## config.mk

```make
export PLATFORM = sky130hd
export DESIGN_NAME = debounce_bank
export DESIGN_NICKNAME = d
export VERILOG_FILES = /design/src/rtl/debounce_pkg.sv /design/src/rtl/debounce_channel.sv /design/src/rtl/debounce_bank.sv
export SDC_FILE = /design/constraint.sdc
export NUM_CORES = 1
export LEC_CHECK = 0
export ABC_AREA = 1
export CORE_AREA = 2 2 127 129
export DETAILED_ROUTE_END_ITERATION = 8
export DIE_AREA = 0 0 129 131
export PLACE_DENSITY = 0.43
export SYNTH_ARGS = -nofsm -noshare
export SYNTH_HDL_FRONTEND = slang
export SYNTH_HIERARCHICAL = 1
export SYNTH_SLANG_ARGS = --single-unit
```

## constraint.sdc

```tcl
create_clock -name clk -period 4 [get_ports clk]
set_clock_uncertainty 0.15 [all_clocks]
set_input_delay 0.4 -clock clk [delete_from_list [all_inputs] [get_ports clk]]
set_output_delay 0.4 -clock clk [all_outputs]
set_load 0.01 [all_outputs]
```

## src/rtl/debounce_pkg.sv

```systemverilog
// debounce_pkg: debounce FSM state encoding and counter-width helper shared by the bank.
package debounce_pkg;
   typedef enum logic [1:0] {
      STABLE_LOW  = 2'd0,
      WAIT_HIGH   = 2'd1,
      STABLE_HIGH = 2'd2,
      WAIT_LOW    = 2'd3
   } state_e;
   function automatic int count_w(input int max_val);
      return $clog2(max_val + 1);
   endfunction
endpackage

```

## src/rtl/debounce_channel.sv

```systemverilog
// debounce_channel: 2-flop synchroniser, 4-state debounce FSM and terminal counter for one input.
// Long-press counter present only when DEBOUNCE_LONG_PRESS_EN is defined.
module debounce_channel
   import debounce_pkg::*;
#(
   parameter int COUNT_MAX   = 700,
   parameter int LONG_CYCLES = 100000
) (
   input  logic clk,
   input  logic rst,
   input  logic sig_i,
   output logic level_o,
   output logic rise_o,
   output logic fall_o,
   output logic long_o
);
   localparam int CW = count_w(COUNT_MAX);
   if (COUNT_MAX < 2) begin : g_bad_count
      $error("debounce_channel: COUNT_MAX must be at least 2");
   end
   if (LONG_CYCLES < 2) begin : g_bad_long
      $error("debounce_channel: LONG_CYCLES must be at least 2");
   end
   logic          sync1_q, s_q;
   state_e        state_q, state_d;
   logic [CW-1:0] cnt_q, cnt_d;
   logic          level_q, level_d, rise_q, rise_d, fall_q, fall_d;
   always_ff @(posedge clk or negedge rst) begin
      if (!rst) begin
         sync1_q <= 1'b0;
         s_q     <= 1'b0;
         state_q <= STABLE_LOW;
         cnt_q   <= '0;
         level_q <= 1'b0;
         rise_q  <= 1'b0;
         fall_q  <= 1'b0;
      end else begin
         sync1_q <= sig_i;
         s_q     <= sync1_q;
         state_q <= state_d;
         cnt_q   <= cnt_d;
         level_q <= level_d;
         rise_q  <= rise_d;
         fall_q  <= fall_d;
      end
   end
   // Any sample disagreeing with the pending level drops back to the stable state, so the count restarts
   always_comb begin
      state_d = state_q;
      cnt_d   = cnt_q;
      level_d = level_q;
      rise_d  = 1'b0;
      fall_d  = 1'b0;
      case (state_q)
         STABLE_LOW: if (s_q) begin
            state_d = WAIT_HIGH;
            cnt_d   = '0;
         end
         WAIT_HIGH: if (!s_q) state_d = STABLE_LOW;
            else if (cnt_q == CW'(COUNT_MAX - 1)) begin
               state_d = STABLE_HIGH;
               level_d = 1'b1;
               rise_d  = 1'b1;
            end else cnt_d = cnt_q + 1'b1;
         STABLE_HIGH: if (!s_q) begin
            state_d = WAIT_LOW;
            cnt_d   = '0;
         end
         WAIT_LOW: if (s_q) state_d = STABLE_HIGH;
            else if (cnt_q == CW'(COUNT_MAX - 1)) begin
               state_d = STABLE_LOW;
               level_d = 1'b0;
               fall_d  = 1'b1;
            end else cnt_d = cnt_q + 1'b1;
         default: state_d = STABLE_LOW;
      endcase
   end
   assign level_o = level_q;
   assign rise_o  = rise_q;
   assign fall_o  = fall_q;
`ifdef DEBOUNCE_LONG_PRESS_EN
   localparam int LW = count_w(LONG_CYCLES);
   logic [LW-1:0] lcnt_q, lcnt_d;
   logic          long_q, long_d;
   // Counter parks at LONG_CYCLES so the strobe fires once per press
   always_comb begin
      lcnt_d = '0;
      long_d = 1'b0;
      if (state_q == STABLE_HIGH && s_q) begin
         lcnt_d = (lcnt_q == LW'(LONG_CYCLES)) ? lcnt_q : lcnt_q + 1'b1;
         long_d = lcnt_q == LW'(LONG_CYCLES - 1);
      end
   end
   always_ff @(posedge clk or negedge rst) begin
      if (!rst) begin
         lcnt_q <= '0;
         long_q <= 1'b0;
      end else begin
         lcnt_q <= lcnt_d;
         long_q <= long_d;
      end
   end
   assign long_o = long_q;
`else
   assign long_o = 1'b0;
`endif
endmodule

```

## src/rtl/debounce_bank.sv

```systemverilog
// debounce_bank: CHANNELS independent debouncers with level, rise/fall strobes and optional
// long-press strobe (enabled by defining DEBOUNCE_LONG_PRESS_EN).
module debounce_bank #(
   parameter int CHANNELS         = 4,
   parameter int CLK_FREQ_HZ      = 100000,
   parameter int DEBOUNCE_TIME_MS = 7,
   parameter int LONG_PRESS_MS    = 1000
) (
   input  logic                clk,
   input  logic                rst,
   input  logic [CHANNELS-1:0] signal_in,
   output logic [CHANNELS-1:0] signal_out,
   output logic [CHANNELS-1:0] rise_pulse,
   output logic [CHANNELS-1:0] fall_pulse,
   output logic [CHANNELS-1:0] long_press
);
   localparam int COUNT_MAX   = CLK_FREQ_HZ * DEBOUNCE_TIME_MS / 1000;
   localparam int LONG_CYCLES = CLK_FREQ_HZ * LONG_PRESS_MS / 1000;
   for (genvar i = 0; i < CHANNELS; i++) begin : g_ch
      debounce_channel #(
         .COUNT_MAX  (COUNT_MAX),
         .LONG_CYCLES(LONG_CYCLES)
      ) u_ch (
         .clk    (clk),
         .rst    (rst),
         .sig_i  (signal_in[i]),
         .level_o(signal_out[i]),
         .rise_o (rise_pulse[i]),
         .fall_o (fall_pulse[i]),
         .long_o (long_press[i])
      );
   end
endmodule

```

### Word level (Yosys, flattened, before mapping)

Cells that the tools add are included.
Widths: inputs -> output; s select.

* eq/ne operators: 48
* mux-type cells: 92
* add/sub/neg operators: 4
* reduce and logical (&&, ||, !) cells: 20

Operators by type and width (number)
* $mux 10: 20
* $pmux 10 s4: 4
* $mux 2: 24
* $add 10x1->10 const B: 4
* $eq 10x10->1 const B: 4
* $mux 1: 36
* $ne 2x1->1 const B: 16
* $pmux 2 s4: 4
* $reduce_and 4->1: 8
* $reduce_and 5->1: 4
* $eq 2x2->1 const B: 8
* $ne 2x2->1 const B: 8
* $ne 3x1->1 const B: 4
* $ne 3x3->1 const B: 4
* $eq 2x1->1 const B: 4
* $logic_not 2->1: 4
* $pmux 1 s2: 4
* $reduce_bool 2->1: 4

* register bits after elaboration: 68
* logic and storage cells: 192
* input port bits: 6
* output and inout port bits: 16

### Depth between registers and ports, before layout

Gate-level depths: netlist of the first run.

* depth after elaboration: 4
* depth in mapped cells: 9
* gate-level depth less buffers: 8

### Modules after synthesis

Netlist of the first run, hierarchy kept.

Modules (own cells, without submodules)
* debounce_channel at g_ch[0].u_ch ...: seq. area each 425.4 µm², instances 3, cells an instance 120, area each 945.9 µm²
* debounce_channel at g_ch[3].u_ch: seq. area each 425.4 µm², instances 1, cells an instance 115, area each 953.4 µm²

### Worst setup path after synthesis of the first run

OpenSTA, ideal clock, no wires.

* path kind: register to register
* from: register g_ch[0].u_ch.cnt_q[0]
* to: register g_ch[0].u_ch.cnt_q[7]
* cell stages (with the launch flop): 9
* clock period less this slack: 1.556 ns
* arrival time: 1.331 ns
* path slack: 2.444 ns
* path buffers: 1
* library setup time: 0.075 ns
* required time: 3.775 ns
* cells stage by stage: dfrtp_1 > ha_1 > nand2_2 > nor2_2 > nand3_2 > nand2_2 > buf_6 > nand2_1 > o21ai_2

* word-level cells in the longest chain between the ends: 4
* elaborated cells between the ends (all ways): 6
* classes of those cells: 1 x add/sub; 1 x eq/ne; 4 x mux

RTL lines
* from (decl): line debounce_channel.sv:26 `logic [CW-1:0] cnt_q, cnt_d;`
* from (signal assigned): line debounce_channel.sv:41 `cnt_q <= cnt_d;`
* $add 10x1->10 or $eq 10x10->1 (tied branches)
* $mux 10 (*): line debounce_channel.sv:60, debounce_channel.sv:70
* $mux 10, on equally long branches: line debounce_channel.sv:69, debounce_channel.sv:59
* $pmux 10 s4 (*): line debounce_channel.sv:54 `case (state_q)`

Every way passes the cells marked *; elsewhere a longest branch is shown, timed or not. The select of a mux whose other input is x is not followed.
A chain may end at the register's enable or synchronous reset.

### Worst setup path after layout of the first run

* from: register g_ch[0].u_ch.level_q
* to: output signal_out[0]

RTL lines
* from (decl): line debounce_channel.sv:27 `logic level_q, level_d, rise_q, rise_d, fall_q, fall_d;`
* from (signal assigned): line debounce_channel.sv:42 `level_q <= level_d;`
* to (decl): line debounce_bank.sv:12 `output logic [CHANNELS-1:0] signal_out,`

No word-level cell between the ends.

==> impl_summary.log, run 1 <==
[metrics] run status: complete, no violations
[metrics] ranking of synthesized cells by instance count: sky130_fd_sc_hd__nand2_1, sky130_fd_sc_hd__dfrtp_1, sky130_fd_sc_hd__inv_1, sky130_fd_sc_hd__nor2_1, sky130_fd_sc_hd__nand3_1
[metrics] CP top delay family: buffers and inverters
[metrics] maximum achievable frequency: around 0.55 GHz
[metrics] crit path capture type: primary output
[metrics] total vias in the final route: ~2900
[metrics] critical path required time: about 3.5 ns
[metrics] Yosys top cell by area: sky130_fd_sc_hd__dfrtp_1
[metrics] count of synthesis-stage warnings from yosys: 6
[metrics] n_diodes: 0
[metrics] Setup CP Type: reg -> out
[metrics] vertical extent of the die: between 100 and 150 um
[metrics] clock insertion delay at the later pin of the skew report: 0.34 ns
[metrics] starting DRC count in detailed routing: between 200 and 250
[metrics] number of buffers inserted by post-CTS setup repair: 0
[metrics] number of buffers and inverters on the critical path: 1
[metrics] Static Leak: approximately 1.9 nW
[metrics] fin crit period: 1.82 ns
[metrics] highest fanout seen on the critical path: 2
[metrics] Final Hold Viols: 0
[metrics] number of pins exceeding their max-slew limit in the final report: 0
[metrics] post-layout net count: between 400 and 500
[metrics] via density per instance: between 4 and 5
[metrics] adder-cell share of the synthesized area: approximately 1.3%
[metrics] commonest register cell after synthesis: sky130_fd_sc_hd__dfrtp_1
[metrics] unrepaired setup endpoints after global routing: no
[metrics] FP Rows: between 40 and 50
[metrics] Layout area overhead: 15.3%
[metrics] Unique masters post-synth: 24
[metrics] Post-synth EDFFs: 0
[metrics] number of CTS-inserted buffers: 9
[metrics] clock tree from TritonCTS: yes
[metrics] total power divided by cell area: roughly 370 nW/um^2
[metrics] proportion of synthesized area in mux cells: 0%
[metrics] share of the synthesized area in compound gates (AO/OA/AOI/OAI): under 10%
[metrics] post-route clock period utilization: 45.5%
[metrics] largest net degree at the start of global routing: 69
[metrics] Initial Util: between 20% and 30%
[metrics] global-route wire length before repair: 13300 um
[metrics] worst endpoint data arrival time: approximately 1.3 ns
[metrics] synthesized-area fraction occupied by xor and xnor cells: 3.20%
[metrics] worst-case headroom to the max-slew limit: 40.2%
[metrics] Tot Pwr: 1.61 mW
[metrics] number of antenna violations at the first check in global routing: 0
[metrics] Routed WL per cell: ~10 um
[metrics] post-CTS clock slew at the launch and capture registers of the worst setup and hold paths: ~0.06 ns
[metrics] count of boundary I/O pins: 22
[metrics] worst min path class: in -> async
[metrics] area share of the leading cell type in the synthesized netlist: between 40% and 50%
[metrics] CTS sink count: slightly below 70
[metrics] Mapped Area: ~3800 sq um
[metrics] synthesized instance count: 475
[metrics] setup tns final: 0 ns
[metrics] number of iterations in the first detailed-routing pass: 4
[metrics] final setup violation count: 0
[metrics] H-Tree Depth: 3
[metrics] delay of the slowest cell on the worst path: ~0.55 ns
[metrics] Post-DP HPWL: 4950 um
[metrics] max-cap viol count: 0
[metrics] Post-Route WL: 7250 um
[metrics] horizontal die dimension: between 100 and 150 um
[metrics] overall die area: between 15000 and 20000 sq um
[metrics] grt ovf: 0
[metrics] number of instances resized during post-cts repair: 0
[metrics] layout cells sized above 1: 17.9%
[metrics] critical path startpoint category: register
[metrics] maximum root-to-sink buffer count: 2
[metrics] synthesized-area fraction occupied by and/or/nand/nor cells: between 30% and 40%
[metrics] most instantiated library cell after synthesis: sky130_fd_sc_hd__nand2_1
[metrics] post-synthesis register bit count: 68
[metrics] measured slew at the worst slew-check pin: about 0.9 ns
[metrics] top post-synthesis cells by area: sky130_fd_sc_hd__dfrtp_1, sky130_fd_sc_hd__nand2_1, sky130_fd_sc_hd__o21ai_2
[metrics] placer's final routability congestion estimate: just over 0.8
[metrics] number of nets in the synthesized netlist: 485
[metrics] average cell area after synthesis: 7.98 sq um
[metrics] maximum ir drop on the vdd rail: between 200 and 250 uV
[metrics] CP Cell Sequence: clkdlybuf4s50_1
[metrics] number of nets with antenna violations after detailed routing: 0
[metrics] master cell of the clock root buffer: sky130_fd_sc_hd__clkbuf_16
[metrics] vias in the first global route: around 2800
[metrics] standard cell core area: 15600 sq um
[metrics] Async S/R FF share, synth: between 90% and 100%
[metrics] number of remaining DRC errors: 0
[metrics] input/output buffers: 17
[metrics] Global Route Usage Sum: 10.0%
[metrics] share of synthesized area occupied by flip-flops and latches: between 40% and 50%
[metrics] quantity of hold-fixing buffers added after cts: 0
[metrics] CP max stage cell: sky130_fd_sc_hd__clkdlybuf4s50_1
[metrics] dominant combinational cell family by area after synthesis: simple AND/OR/NAND/NOR gates
[cell usage in the layout, fill, tap and decap left out, types with 3 or more instances in the layout]
| master | synthesis | layout |
|---|---|---|
| sky130_fd_sc_hd__xor2_1 | 8 | 8 |
| sky130_fd_sc_hd__o21ai_2 | 28 | 28 |
| sky130_fd_sc_hd__nand2_2 | 22 | 22 |
| sky130_fd_sc_hd__xnor2_1 | 4 | 4 |
| sky130_fd_sc_hd__ha_1 | 4 | 4 |
| sky130_fd_sc_hd__clkinv_2 | 0 | 3 |
| sky130_fd_sc_hd__nor2_1 | 41 | 41 |
| sky130_fd_sc_hd__o21ai_0 | 17 | 17 |
| sky130_fd_sc_hd__nand4_1 | 4 | 4 |
| sky130_fd_sc_hd__nand2_1 | 159 | 159 |
| sky130_fd_sc_hd__nand3_4 | 4 | 4 |
| sky130_fd_sc_hd__clkinvlp_4 | 0 | 3 |
| sky130_fd_sc_hd__conb_1 | 4 | 4 |
| sky130_fd_sc_hd__clkdlybuf4s50_1 | 0 | 16 |
| sky130_fd_sc_hd__dfrtp_1 | 68 | 68 |
| sky130_fd_sc_hd__nand3_2 | 4 | 4 |
| sky130_fd_sc_hd__inv_1 | 47 | 47 |
| sky130_fd_sc_hd__nor2_2 | 4 | 4 |
| sky130_fd_sc_hd__nand3_1 | 29 | 29 |
| sky130_fd_sc_hd__inv_2 | 7 | 7 |
| sky130_fd_sc_hd__clkbuf_16 | 0 | 9 |
[where the power goes]
part	internal, mW	switching, mW	total (mW)	leakage, nW
Combinational	0.0292	0.0570	0.0862	0.860
Clock	0.479	0.312	0.790	0.137
Sequential	0.709	0.0299	0.738	0.914
Total	1.22	0.398	1.61	1.91
[path summary, 6_finish.rpt]
check | cells past startpoint | from | slack, ns | end
setup / recovery | 1 | g_ch[0].u_ch/level_o$_DFFE_PN0P_ | 2.18 | signal_out[0]
hold / removal | 1 | rst | 0.02 | g_ch[2].u_ch/s_q$_DFF_PN0_
setup reg to reg | 7 | g_ch[0].u_ch/cnt_q[0]$_DFFE_PN0P_ | 2.21 | g_ch[0].u_ch/cnt_q[4]$_DFFE_PN0P_
hold reg to reg | 0 | g_ch[3].u_ch/sync1_q$_DFF_PN0_ | 0.21 | g_ch[3].u_ch/s_q$_DFF_PN0_
max in group asynchronous | 1 | rst | 3.08 | g_ch[1].u_ch/cnt_q[4]$_DFFE_PN0P_
min in group clk | 0 | g_ch[3].u_ch/sync1_q$_DFF_PN0_ | 0.21 | g_ch[3].u_ch/s_q$_DFF_PN0_
[kinds of logic after synthesis]
logic type                 after synthesis
DFF                                     68
buffers and inverters                   70
adders and majority gates                4
and+or+nand+nor                        269
AOI/OAI and AO/OA                       47
other                                    4
xor gates and xnor gates                13
[through the flow]
step                instances  cell area (sq um)  util (%)  worst slack, ns  hold WS (ns)
floorplan                 475               3790         -             2.44       -0.0456
global placement          692               4080      26.2             2.20         0.193
detailed placement        692               4080      26.2             2.20         0.186
CTS                       708               4370      28.0             2.14        0.0879
global route              708               4370      28.0             1.99         0.128
finish                    708               4370      28.0             2.18        0.0213
[routing by layer]
layer / GRT usage, % / vias up / share of wire (%)
met5: 0 / - / 0
met2: 15.9 / 44 / 46
met4: 6.52 / 0 / 2.6
met3: 2.61 / 14 / 2.7
li1: - / 1488 / -
met1: 12.2 / 1310 / 48
[state kept, by name (all words and copies together) (netlist names), named ones only]
signal             cells
g_ch.u_ch/cnt_q       40
g_ch.u_ch/fall_o       4
g_ch.u_ch/level_o      4
g_ch.u_ch/rise_o       4
g_ch.u_ch/s_q          4
g_ch.u_ch/state_q      4
g_ch.u_ch/sync1_q      4
[final cells by class]
type                    instances  area, sq um
flip-flops and latches         68         1700
multi-input cells             337         1740
repair buffers                 17          168
well taps                     216          270
fillers                      1668        11200
inverters                      54          203
clock buffers                   9          225
clock inverters                 7         67.6
No activity file was read; power rests on OpenSTA's default activity.
==> run 2, diff against run 1 <==
Clock period 4 ns to 1.7 ns, I/O delays scaled along.
==> impl_summary.log, run 2 (synthesized netlist as in run 1, its figures left out) <==
[metrics] standard cell core area: 15600 sq um (unchanged)
[metrics] number of iterations in the first detailed-routing pass: 4 (unchanged)
[metrics] count of boundary I/O pins: 22 (unchanged)
[metrics] overall die area: 16900 sq um (unchanged)
[metrics] post-route clock period utilization: about 93%
[metrics] starting DRC count in detailed routing: 197 (was 208)
[metrics] placer's final routability congestion estimate: 0.840 (was 0.823)
[metrics] Global Route Usage Sum: 10.2% (was 10.0%)
[metrics] number of antenna violations at the first check in global routing: 0 (unchanged)
[metrics] Final Hold Viols: 0 (unchanged)
[metrics] setup tns final: 0 ns (unchanged)
[metrics] Setup CP Type: reg -> out (unchanged)
[metrics] maximum achievable frequency: roughly 0.63 GHz
[metrics] via density per instance: 4.03 (about the same)
[metrics] run status: complete, no violations (unchanged)
[metrics] number of nets with antenna violations after detailed routing: 0 (unchanged)
[metrics] input/output buffers: 17 (unchanged)
[metrics] Post-DP HPWL: 5290 um (was 4950 um)
[metrics] met2 Usage GRT: 16.3% (was 15.9%)
[metrics] max-cap viol count: 0 (unchanged)
[metrics] number of buffers inserted by post-CTS setup repair: 0 (unchanged)
[metrics] critical path startpoint category: register (unchanged)
[metrics] worst min path class: in -> reg (was in -> async)
[metrics] horizontal die dimension: 129 um (unchanged)
[metrics] unrepaired setup endpoints after global routing: no (unchanged)
[metrics] CP Cell Sequence: clkdlybuf4s50_1 (unchanged)
[metrics] CP top delay family: buffers and inverters (unchanged)
[metrics] number of flip-flops in the largest register: 40 (unchanged)
[metrics] maximum root-to-sink buffer count: 2 (unchanged)
[metrics] met1 routing resource usage after global routing: 13.0% (was 12.2%)
[metrics] Post-Route WL: 7470 um (was 7250 um)
[metrics] vertical extent of the die: 131 um (unchanged)
[metrics] delay of the slowest cell on the worst path: 0.57 ns (was 0.55 ns)
[metrics] number of remaining DRC errors: 0 (unchanged)
[metrics] commonest non-fill, non-tap cell in the layout: sky130_fd_sc_hd__nand2_1 (unchanged)
[metrics] n_diodes: 0 (unchanged)
[metrics] final setup violation count: 0 (unchanged)
[metrics] global-route wire length before repair: 13600 um (was 13300 um)
[metrics] H-Tree Depth: 3 (unchanged)
[metrics] grt ovf: 0 (unchanged)
[metrics] crit path capture type: primary output (unchanged)
[metrics] Layout area overhead: 19.1% (was 15.3%)
[metrics] worst endpoint data arrival time: 1.26 ns (was 1.27 ns)
[metrics] fin crit period: 1.58 ns
[metrics] post-layout net count: 505 (was 497)
[metrics] clock tree from TritonCTS: yes (unchanged)
[metrics] highest-count cells in the layout ignoring fill and taps: sky130_fd_sc_hd__nand2_1, sky130_fd_sc_hd__dfrtp_1, sky130_fd_sc_hd__inv_1, sky130_fd_sc_hd__nor2_1, sky130_fd_sc_hd__nand3_1 (unchanged)
[metrics] number of CTS-inserted buffers: 9 (unchanged)
[metrics] vias in the first global route: 2799 (was 2811)
[metrics] fin cells: 716 (was 708)
[metrics] clock insertion delay at the later pin of the skew report: 0.34 ns (about the same)
[metrics] critical path required time: 1.38 ns (was 3.45 ns)
[metrics] CTS sink count: 68 (unchanged)
[metrics] GR met3 Demand/Resource: 2.32% (was 2.61%)
[metrics] post-CTS clock slew at the launch and capture registers of the worst setup and hold paths: 0.06 ns (about the same)
[metrics] FP Rows: 46 (unchanged)
[metrics] number of buffers and inverters on the critical path: 1 (unchanged)
[metrics] total power divided by cell area: 904 nW/um^2 (was 369 nW/um^2)
[metrics] number of pins exceeding their max-slew limit in the final report: 0 (unchanged)
[metrics] maximum ir drop on the vdd rail: 401 uV (was 213 uV)
[metrics] master cell of the clock root buffer: sky130_fd_sc_hd__clkbuf_16 (unchanged)
[metrics] Routed WL per cell: 10.4 um (was 10.2 um)
[metrics] total vias in the final route: 2885 (was 2856)
[metrics] Initial Util: 24.3% (unchanged)
[metrics] CP max stage cell: sky130_fd_sc_hd__clkdlybuf4s50_1 (unchanged)
[metrics] Cell Count Post-Placement: 699 (was 692)
[metrics] Reg with most FFs: g_ch.u_ch/cnt_q (unchanged)
[metrics] layout cells sized above 1: 19.4% (was 17.9%)
[metrics] Hold Slack: 0.121 ns (was 0.0213 ns)
[metrics] Static Leak: 1.97 nW (was 1.91 nW)
[metrics] largest net degree at the start of global routing: 34 (was 69)
[metrics] busiest metal layer after global routing: met2 (unchanged)
[metrics] highest fanout seen on the critical path: 1 (was 2)
## run 2: changes by cell type in the layout (fill, tap and decap cells not counted)
cell	before	now
sky130_fd_sc_hd__clkbuf_8	0	2
sky130_fd_sc_hd__clkinv_4	0	1
sky130_fd_sc_hd__ha_2	0	2
sky130_fd_sc_hd__nand2_2	22	18
sky130_fd_sc_hd__nand2_4	0	4
sky130_fd_sc_hd__clkinvlp_4	3	2
sky130_fd_sc_hd__dlygate4sd3_1	0	1
sky130_fd_sc_hd__buf_12	0	1
sky130_fd_sc_hd__buf_4	1	7
sky130_fd_sc_hd__ha_1	4	2
sky130_fd_sc_hd__bufinv_16	1	2
sky130_fd_sc_hd__clkinv_2	3	0
## run 2: power breakdown
group / switching [mW] / total, mW / internal, mW / leakage [nW]
Combinational: 0.164 / 0.262 / 0.0980 / 0.903
Clock: 0.734 / 2.10 / 1.37 / 0.158
Sequential: 0.0526 / 1.72 / 1.67 / 0.914
## run 2: path summary, 6_finish.rpt
path,from,to,slack [ns],depth (start not counted)
max in group asynchronous,rst,g_ch[3].u_ch/level_o$_DFFE_PN0P_,0.72,3
min reg2reg,g_ch[3].u_ch/sync1_q$_DFF_PN0_,g_ch[3].u_ch/s_q$_DFF_PN0_,0.21,0
max,g_ch[0].u_ch/fall_o$_DFF_PN0_,fall_pulse[0],0.12,1
max reg2reg,g_ch[0].u_ch/cnt_q[1]$_DFFE_PN0P_,g_ch[0].u_ch/cnt_q[4]$_DFFE_PN0P_,0.14,7
min in group asynchronous,rst,g_ch[2].u_ch/sync1_q$_DFF_PN0_,0.16,2
min,signal_in[1],g_ch[1].u_ch/sync1_q$_DFF_PN0_,0.12,1
## run 2: layer usage
layer | share of wire, % | wire length (um) | up-vias
li1 | - | - | 1504
met5 | 0 | 0 | -
met1 | 49 | 3650 | 1341
met3 | 2.7 | 201 | 11
met2 | 46 | 3440 | 29
met4 | 2.4 | 180 | 0
## run 2: area by class of cell
cell class,count,area (sq um)
Clock buffer,11,253
Inverter,54,203
Multi-Input combinational cell,337,1760
Clock inverter,5,83.8
Fill cell,1643,11100
Tap cell,216,270
Sequential cell,68,1700
Timing Repair Buffer,25,243
## run 2: timing repair
item / in CTS / in global routing
setup endpoints to repair: 0 / 40
endpoints found under the hold margin: 38 / 0
hold buffers: 1 / 0
resized for setup: 0 / 6
## run 2: metrics by stage
stage                     worst slack, ns  instance area (sq um)  total power [mW]  utilization, %
after detailed placement           0.0163                   4140              2.01            26.6
after global placement             0.0323                   4140              2.01            26.6
after CTS                         0.00300                   4490              4.16            28.8
final                               0.125                   4520              4.08            29.0
after global routing              0.00134                   4520              4.26            29.0
after floorplan                     0.144                   3790              1.92               -
